`src/rtl/axis_mixer_nch_if.sv`:
```
// AXI4-Stream bundle for axis_mixer_nch. LANES parallel streams share one
// bundle: TVALID/TLAST/TREADY are one bit per lane, TDATA packs lane i at
// [i*DATA_WIDTH +: DATA_WIDTH]. The master drives the payload and the slave
// drives TREADY.
interface axis_mixer_nch_if #(
  parameter int unsigned LANES      = 1,
  parameter int unsigned DATA_WIDTH = 32
);
  logic [LANES-1:0]            TVALID;
  logic [LANES*DATA_WIDTH-1:0] TDATA;
  logic [LANES-1:0]            TLAST;
  logic [LANES-1:0]            TREADY;

  modport master (output TVALID, output TDATA, output TLAST, input TREADY);
  modport slave  (input TVALID, input TDATA, input TLAST, output TREADY);
endinterface

```
`src/rtl/axis_mixer_nch.sv`:
```
// axis_mixer_nch: N-channel stereo AXI4-Stream audio mixer.
// Each input channel buffers one left/right frame. Once every enabled channel
// holds a full frame, the gained samples of the enabled channels are summed
// and emitted as one left word followed by one right word.
// Optional feature macro: MIXER_SATURATE_EN
//   defined   - the sum is clamped to the AUDIO_WIDTH signed range and the
//               sticky CLIP flag records every clamped output word.
//   undefined - the low AUDIO_WIDTH bits are taken (wrap) and CLIP is 0.
module axis_mixer_nch #(
  parameter int unsigned NUM_CH      = 4,
  parameter int unsigned AUDIO_WIDTH = 24,
  parameter int unsigned DATA_WIDTH  = 32,
  parameter int unsigned GAIN_WIDTH  = 8
) (
  input  logic                           ACLK,
  input  logic                           ARESETN,
  axis_mixer_nch_if.slave                S_AXIS,
  axis_mixer_nch_if.master               M_AXIS,
  input  logic [NUM_CH-1:0]              CH_ENABLE,
  input  logic [NUM_CH*GAIN_WIDTH-1:0]   CH_GAIN,
  output logic                           CLIP,
  input  logic                           CLIP_CLR
);

  localparam int unsigned ACC_W = AUDIO_WIDTH + GAIN_WIDTH + $clog2(NUM_CH);
  localparam int unsigned PAD_W = DATA_WIDTH - AUDIO_WIDTH;

  typedef enum logic [1:0] {
    IDLE,
    SEND_L,
    SEND_R
  } state_t;

  state_t state_q, state_d;

  logic [AUDIO_WIDTH-1:0] left_q  [NUM_CH];
  logic [AUDIO_WIDTH-1:0] right_q [NUM_CH];
  logic [NUM_CH-1:0]      have_l_q;
  logic [NUM_CH-1:0]      full_q;
  logic [NUM_CH-1:0]      mix_mask_q;
  logic [NUM_CH-1:0]      s_ready;
  logic [NUM_CH-1:0]      s_hs;

  logic                   tvalid_q;
  logic                   tlast_q;
  logic [DATA_WIDTH-1:0]  tdata_q;

  logic                   start;
  logic                   load_l;
  logic                   load_r;
  logic                   release_buf;

  logic signed [ACC_W-1:0] acc_l, acc_r;
  logic [DATA_WIDTH-1:0]   word_l, word_r;
`ifdef MIXER_SATURATE_EN
  logic                    sat_l, sat_r;
  logic                    clip_q;
`endif

  // Scale one sample by an unsigned gain; unity gain is 2^(GAIN_WIDTH-1).
  function automatic logic signed [ACC_W-1:0] scale(
    input logic [AUDIO_WIDTH-1:0] smp,
    input logic [GAIN_WIDTH-1:0]  gain
  );
    logic signed [ACC_W-1:0] s_x;
    logic signed [ACC_W-1:0] g_x;
    s_x = ACC_W'($signed(smp));
    g_x = ACC_W'($signed({1'b0, gain}));
    return (s_x * g_x) >>> (GAIN_WIDTH - 1);
  endfunction

`ifdef MIXER_SATURATE_EN
  // Returns {clamped, sample}. The sum fits when every bit from the MSB down
  // to the sample sign bit agrees.
  function automatic logic [AUDIO_WIDTH:0] saturate(
    input logic signed [ACC_W-1:0] acc
  );
    logic [ACC_W-AUDIO_WIDTH:0] top;
    top = acc[ACC_W-1:AUDIO_WIDTH-1];
    if ((&top) || (~|top))
      return {1'b0, acc[AUDIO_WIDTH-1:0]};
    else if (acc[ACC_W-1])
      return {2'b11, {(AUDIO_WIDTH-1){1'b0}}};
    else
      return {2'b10, {(AUDIO_WIDTH-1){1'b1}}};
  endfunction
`endif

  assign s_ready        = {NUM_CH{ARESETN}} & (~full_q | ~CH_ENABLE);
  assign s_hs           = S_AXIS.TVALID & s_ready;
  assign S_AXIS.TREADY  = s_ready;

  assign M_AXIS.TVALID  = tvalid_q;
  assign M_AXIS.TLAST   = tlast_q;
  assign M_AXIS.TDATA   = tdata_q;

  assign start = (|CH_ENABLE) && ((full_q & CH_ENABLE) == CH_ENABLE);

  // Per-channel frame buffers: collect left then right, resync on stray words.
  always_ff @(posedge ACLK or negedge ARESETN) begin
    if (!ARESETN) begin
      have_l_q <= '0;
      full_q   <= '0;
      for (int unsigned i = 0; i < NUM_CH; i++) begin
        left_q[i]  <= '0;
        right_q[i] <= '0;
      end
    end else begin
      for (int unsigned i = 0; i < NUM_CH; i++) begin
        if (!CH_ENABLE[i]) begin
          have_l_q[i] <= 1'b0;
          full_q[i]   <= 1'b0;
        end else begin
          // A refill completing on the release edge keeps the new frame.
          if (release_buf && mix_mask_q[i])
            full_q[i] <= 1'b0;
          if (s_hs[i]) begin
            if (!S_AXIS.TLAST[i]) begin
              left_q[i]   <= S_AXIS.TDATA[i*DATA_WIDTH + PAD_W +: AUDIO_WIDTH];
              have_l_q[i] <= 1'b1;
            end else if (have_l_q[i]) begin
              right_q[i]  <= S_AXIS.TDATA[i*DATA_WIDTH + PAD_W +: AUDIO_WIDTH];
              full_q[i]   <= 1'b1;
              have_l_q[i] <= 1'b0;
            end
          end
        end
      end
    end
  end

  // Gain, sum and reduce both output words from the current buffers and gains.
  always_comb begin
    acc_l  = '0;
    acc_r  = '0;
    word_l = '0;
    word_r = '0;
    for (int unsigned i = 0; i < NUM_CH; i++) begin
      if (CH_ENABLE[i])
        acc_l = acc_l + scale(left_q[i], CH_GAIN[i*GAIN_WIDTH +: GAIN_WIDTH]);
      if (mix_mask_q[i])
        acc_r = acc_r + scale(right_q[i], CH_GAIN[i*GAIN_WIDTH +: GAIN_WIDTH]);
    end
`ifdef MIXER_SATURATE_EN
    {sat_l, word_l[DATA_WIDTH-1 -: AUDIO_WIDTH]} = saturate(acc_l);
    {sat_r, word_r[DATA_WIDTH-1 -: AUDIO_WIDTH]} = saturate(acc_r);
`else
    word_l[DATA_WIDTH-1 -: AUDIO_WIDTH] = acc_l[AUDIO_WIDTH-1:0];
    word_r[DATA_WIDTH-1 -: AUDIO_WIDTH] = acc_r[AUDIO_WIDTH-1:0];
`endif
  end

  // Output sequencer state register.
  always_ff @(posedge ACLK or negedge ARESETN) begin
    if (!ARESETN)
      state_q <= IDLE;
    else
      state_q <= state_d;
  end

  // Output sequencer next state and load strobes.
  always_comb begin
    state_d     = state_q;
    load_l      = 1'b0;
    load_r      = 1'b0;
    release_buf = 1'b0;
    case (state_q)
      IDLE: begin
        if (start) begin
          load_l  = 1'b1;
          state_d = SEND_L;
        end
      end
      SEND_L: begin
        if (M_AXIS.TREADY[0]) begin
          load_r  = 1'b1;
          state_d = SEND_R;
        end
      end
      SEND_R: begin
        if (M_AXIS.TREADY[0]) begin
          release_buf = 1'b1;
          state_d     = IDLE;
        end
      end
      default: state_d = IDLE;
    endcase
  end

  // Registered master stream outputs and the latched mix mask.
  always_ff @(posedge ACLK or negedge ARESETN) begin
    if (!ARESETN) begin
      tvalid_q   <= 1'b0;
      tlast_q    <= 1'b0;
      tdata_q    <= '0;
      mix_mask_q <= '0;
    end else begin
      if (load_l) begin
        tvalid_q   <= 1'b1;
        tlast_q    <= 1'b0;
        tdata_q    <= word_l;
        mix_mask_q <= CH_ENABLE;
      end
      if (load_r) begin
        tlast_q <= 1'b1;
        tdata_q <= word_r;
      end
      if (release_buf) begin
        tvalid_q <= 1'b0;
        tlast_q  <= 1'b0;
      end
    end
  end

`ifdef MIXER_SATURATE_EN
  // Sticky clip flag; a new clamp wins over a simultaneous clear.
  always_ff @(posedge ACLK or negedge ARESETN) begin
    if (!ARESETN)
      clip_q <= 1'b0;
    else if ((load_l && sat_l) || (load_r && sat_r))
      clip_q <= 1'b1;
    else if (CLIP_CLR)
      clip_q <= 1'b0;
  end

  assign CLIP = clip_q;
`else
  assign CLIP = 1'b0;
`endif

endmodule

```
`src/flat_wrapper.sv`:
```
// flat-port wrapper written by rule: the top's interface ports become plain ports
module axis_mixer_nch_flat 
#(
  parameter int unsigned NUM_CH      = 4,
  parameter int unsigned AUDIO_WIDTH = 24,
  parameter int unsigned DATA_WIDTH  = 32,
  parameter int unsigned GAIN_WIDTH  = 8
)
  (ACLK, ARESETN, CH_ENABLE, CH_GAIN, CLIP, CLIP_CLR, S_AXIS_TVALID, S_AXIS_TDATA, S_AXIS_TLAST, S_AXIS_TREADY, M_AXIS_TVALID, M_AXIS_TDATA, M_AXIS_TLAST, M_AXIS_TREADY);
  axis_mixer_nch_if #(.LANES(NUM_CH), .DATA_WIDTH(DATA_WIDTH)) S_AXIS_i ();
  axis_mixer_nch_if #(.LANES(1), .DATA_WIDTH(DATA_WIDTH)) M_AXIS_i ();
  input  logic ACLK;
  input  logic ARESETN;
  input  logic [NUM_CH-1:0] CH_ENABLE;
  input  logic [NUM_CH*GAIN_WIDTH-1:0] CH_GAIN;
  output logic CLIP;
  input  logic CLIP_CLR;
  input wire logic [$bits(S_AXIS_i.TVALID)-1:0] S_AXIS_TVALID;
  input wire logic [$bits(S_AXIS_i.TDATA)-1:0] S_AXIS_TDATA;
  input wire logic [$bits(S_AXIS_i.TLAST)-1:0] S_AXIS_TLAST;
  output wire logic [$bits(S_AXIS_i.TREADY)-1:0] S_AXIS_TREADY;
  output wire logic [$bits(M_AXIS_i.TVALID)-1:0] M_AXIS_TVALID;
  output wire logic [$bits(M_AXIS_i.TDATA)-1:0] M_AXIS_TDATA;
  output wire logic [$bits(M_AXIS_i.TLAST)-1:0] M_AXIS_TLAST;
  input wire logic [$bits(M_AXIS_i.TREADY)-1:0] M_AXIS_TREADY;
  assign S_AXIS_i.TVALID = S_AXIS_TVALID;
  assign S_AXIS_i.TDATA = S_AXIS_TDATA;
  assign S_AXIS_i.TLAST = S_AXIS_TLAST;
  assign S_AXIS_TREADY = S_AXIS_i.TREADY;
  assign M_AXIS_TVALID = M_AXIS_i.TVALID;
  assign M_AXIS_TDATA = M_AXIS_i.TDATA;
  assign M_AXIS_TLAST = M_AXIS_i.TLAST;
  assign M_AXIS_i.TREADY = M_AXIS_TREADY;
  axis_mixer_nch #(.NUM_CH(NUM_CH), .AUDIO_WIDTH(AUDIO_WIDTH), .DATA_WIDTH(DATA_WIDTH), .GAIN_WIDTH(GAIN_WIDTH)) u_core (.ACLK(ACLK), .ARESETN(ARESETN), .S_AXIS(S_AXIS_i), .M_AXIS(M_AXIS_i), .CH_ENABLE(CH_ENABLE), .CH_GAIN(CH_GAIN), .CLIP(CLIP), .CLIP_CLR(CLIP_CLR));
endmodule
```
`config.mk`:
```
export PLATFORM = sky130hd
export DESIGN_NAME = axis_mixer_nch_flat
export DESIGN_NICKNAME = d
export VERILOG_FILES = /design/src/rtl/axis_mixer_nch_if.sv /design/src/rtl/axis_mixer_nch.sv /design/src/flat_wrapper.sv
export SDC_FILE = /design/constraint.sdc
export NUM_CORES = 2
export LEC_CHECK = 0
export BUFFER_PORTS_ARGS = -buffer_cell sky130_fd_sc_hd__buf_2
export CAP_MARGIN = 40
export CORE_MARGIN = 1
export CORE_UTILIZATION = 35
export DETAILED_ROUTE_END_ITERATION = 10
export HOLD_SLACK_MARGIN = 0.06
export PLACE_DENSITY_LB_ADDON = 0.3
export SLEW_MARGIN = 20
export SYNTH_ARGS = -nofsm -noshare
export SYNTH_HDL_FRONTEND = slang
export SYNTH_SLANG_ARGS = --single-unit
```
`constraint.sdc`:
```
create_clock -name ACLK -period 11 [get_ports ACLK]
set_input_delay 2.2 -clock ACLK [delete_from_list [all_inputs] [get_ports ACLK]]
set_output_delay 2.2 -clock ACLK [all_outputs]
set_load 0.005 [all_outputs]
```
==> impl_results.md <==
* Status: finished, violations left
* Failing checks: setup timing
* Hold Path Class: reg2reg
* Crit path arrival time at 11.74 ns
* Gate count after technology mapping at 7254
* Count of pins over their slew limit at 0
* Reg2Reg Setup Slack at 0.90 ns
* Storage element area at 5810 sq um
* Via/cell ratio at 4.80
* Num CTS Buffers at 38
* Area grow syn2layout at 17.6%
* Synthesized area at 64900 sq um
* Yosys reg bits at 232
* Worst-path clk slew at 0.07 ns
* Leading post-synthesis cells by cell area: fa_1, ha_1, and2_1
* Slowest cell on crit path: fa_1
* Critical Path End Type: flop
* Most frequent cell on the critical path: a21oi_2
* Max Clock Freq at 0.0895 GHz
* Number of top-level pins at 215
* Synth top area share at 0.357
* Row cnt at 157
* CP startpoint kind: input port
* H-Tree Depth at 2
* Placed Cells incl. Taps at 10374
* Final period util at 1.02
* Antenna violations before repair at 6
* Clk sinks at 232
* Cell taking the most area after synthesis: fa_1
* Area occupied by multi-input gates at 53800 sq um
* GR Overflow Total at 0
* PnR worst setup slack at -0.176 ns
* Placed Area at 73700 sq um
* Max incr delay on CP at 0.54 ns
* Max_cap viols at 0
* GP Congestion at 0.915
* Post-Layout Inst Area at 76300 sq um
* Synth Flop Type: dfrtp_1
* Hold depth at 2
* Root buf cell: clkbuf_16
* CTS tree: built
* Worst Hold Path EP: u_core.M_AXIS.TVALID
* Critical path peak fanout at 8
* Synth unique cells at 103
* Number of global-route vias before repair at 53324
* Seq/Total Area, Yosys at 0.0894
* Yosys warning count at 0
* Worst slew pin tran at 0.922 ns
* Post-route minimum period at 11.18 ns
* Core area at 184000 sq um
* Fraction of layout cells with a size suffix above 1 at 0.182
* Chip Width at 433 um
* 1st-iter DRT viols at 2450
* Reg2Reg Capture Point: u_core.M_AXIS.TDATA[31]
* Worst-Skew Late Latency at 0.67 ns
* Routed WL at 181000 um
* Worst-case clock skew at 0.0643 ns
* Fin nets at 9910
* Fill cell count at 18115
* 1st-pass router iterations at 5
* Hold buffers post-CTS at 0
* IO buf count at 172
* Commonest cells in the netlist: inv_1, fa_1, and2_1, nand2_1, ha_1
* Worst r2r path cells at 53
* DP HPWL at 152000 um
* Die Y at 433 um
* Fin. Hold Viols at 0
* Post-synth ARST share at 1.00
* Drt wl/cell at 17.3 um
* Largest net degree at the start of global routing at 56
* Setup-failing EPs final at 2
* Post-Place Worst Slack at -1.32 ns
* Die footprint at 187000 sq um
* First-pass GRT wire length at 295000 um
* Top-count cell post-synth: inv_1
* Via count at 50237
* Tot GR Track Use at 0.199
* Crit path kind: in2reg
* Initial Util at 0.353
* Remaining DRCs at 0
* Clock Tree Buf Depth at 3
* Slew margin rel. at 0.382
* Syn_area_per_cell at 8.95 sq um
* EDFF count, synth at 0
* Finished Layout Cells at 10473
* FF-to-FF Start: u_core.left_q[53]
* Critical Path RT at 11.57 ns
* Final ANT Viol Nets at 0
* RSZ-0062 raised after global routing: true
* Hold Startpoint: u_core.M_AXIS.TVALID
-- stage by stage --
| stage | hold WS (ns) | TNS [ns] | utilization |
|---|---|---|---|
| 2_1_floorplan | 0.467 | -0.271 | - |
| 3_3_place_gp | 0.463 | -8.71 | 0.401 |
| 3_5_place_dp | 0.464 | -9.43 | 0.401 |
| 4_1_cts | 0.482 | -0.116 | 0.412 |
| 5_1_grt | 0.503 | -2.50 | 0.416 |
| 6_report | 0.479 | -0.180 | 0.416 |
-- critical path, delay by kind of cell --
| family | cells | cell delay [ns] |
|---|---|---|
| xor gates and xnor gates | 5 | 0.75 |
| buffers and inverters | 5 | 0.40 |
| adders and majority gates | 8 | 3.10 |
| and+or+nand+nor | 12 | 1.26 |
| AOI/OAI and AO/OA | 22 | 3.46 |
| muxes | 2 | 0.55 |
-- per-layer routing --
metal / vias to the layer above / global-route usage / routed length [um]
li1: 23750 / - / -
met1: 25521 / 0.264 / 81100
met5: - / 0 / 13
met2: 748 / 0.338 / 87100
met3: 216 / 0.0193 / 5690
met4: 2 / 0.0683 / 6980
-- sequential cells by signal, indices dropped and copies added, names as in the netlist --
register	count
u_core.left_q	96
u_core.right_q	96
u_core.M_AXIS.TDATA	24
u_core.full_q	4
u_core.have_l_q	4
u_core.mix_mask_q	4
u_core.state_q	2
u_core.M_AXIS.TLAST	1
u_core.M_AXIS.TVALID	1
-- final cells by class --
| class | count | share of cell area |
|---|---|---|
| diodes | 1 | 0.0000328 |
| inverters | 1487 | 0.0731 |
| clock inverters | 23 | 0.00398 |
| well taps | 2464 | 0.0404 |
| clock buffers | 43 | 0.0130 |
| flip-flops and latches | 232 | 0.0760 |
| repair buffers | 914 | 0.0892 |
| multi-input cells | 5309 | 0.704 |
-- layout by cell type (no fill, tap or decap), types with 26 or more instances in the layout --
cell type	synthesis	routed
nand2b_1	32	32
nor2b_1	39	36
clkbuf_16	0	38
ha_4	0	28
nand3_1	50	48
buf_2	4	161
o21a_1	69	68
xor2_1	91	90
a21o_1	81	80
a21oi_1	210	178
a21oi_2	7	35
dfrtp_1	232	232
buf_4	9	707
inv_1	1485	1478
nor2_1	236	213
ha_1	594	563
buf_6	1	26
xnor2_1	208	200
and2_1	954	944
mux2_2	226	222
o21ai_1	33	34
nand2_1	749	738
fa_1	1158	1150
nor3_1	84	73
o21bai_1	38	35
o21ai_0	114	104
-- worst max path at each step --
| stage | from | endpoint |
|---|---|---|
| 6_report | CH_GAIN[8] | u_core.M_AXIS.TDATA[31] |
| 5_1_grt | CH_GAIN[10] | u_core.M_AXIS.TDATA[31] |
| 4_1_cts | CH_GAIN[11] | u_core.M_AXIS.TDATA[31] |
| 3_5_place_dp | CH_GAIN[0] | u_core.M_AXIS.TDATA[31] |
| 3_3_place_gp | CH_GAIN[0] | u_core.M_AXIS.TDATA[31] |
| 2_1_floorplan | CH_GAIN[8] | u_core.M_AXIS.TDATA[31] |
-- logic make-up (layout without fill, tap and decap cells) --
family	after synthesis	count (layout)	share of synthesized area
muxes	244	244	0.0420
buffers and inverters	1721	2467	0.101
adders and majority gates	1752	1752	0.472
xor gates and xnor gates	302	302	0.0414
and+or+nand+nor	2263	2263	0.179
DFF	232	232	0.0894
AOI/OAI and AO/OA	739	739	0.0753
other	1	10	0.0000578
-- repair_timing --
action                     4_1_cts  5_1_grt
setup endpoints to repair        8        9
resized for setup              128      105
pin swaps                       89       80
buffers inserted                18       13
Power is left out: the tool's default activity adds up to more than one toggle a clock period on the data nets, which glitch-free logic cannot reach.
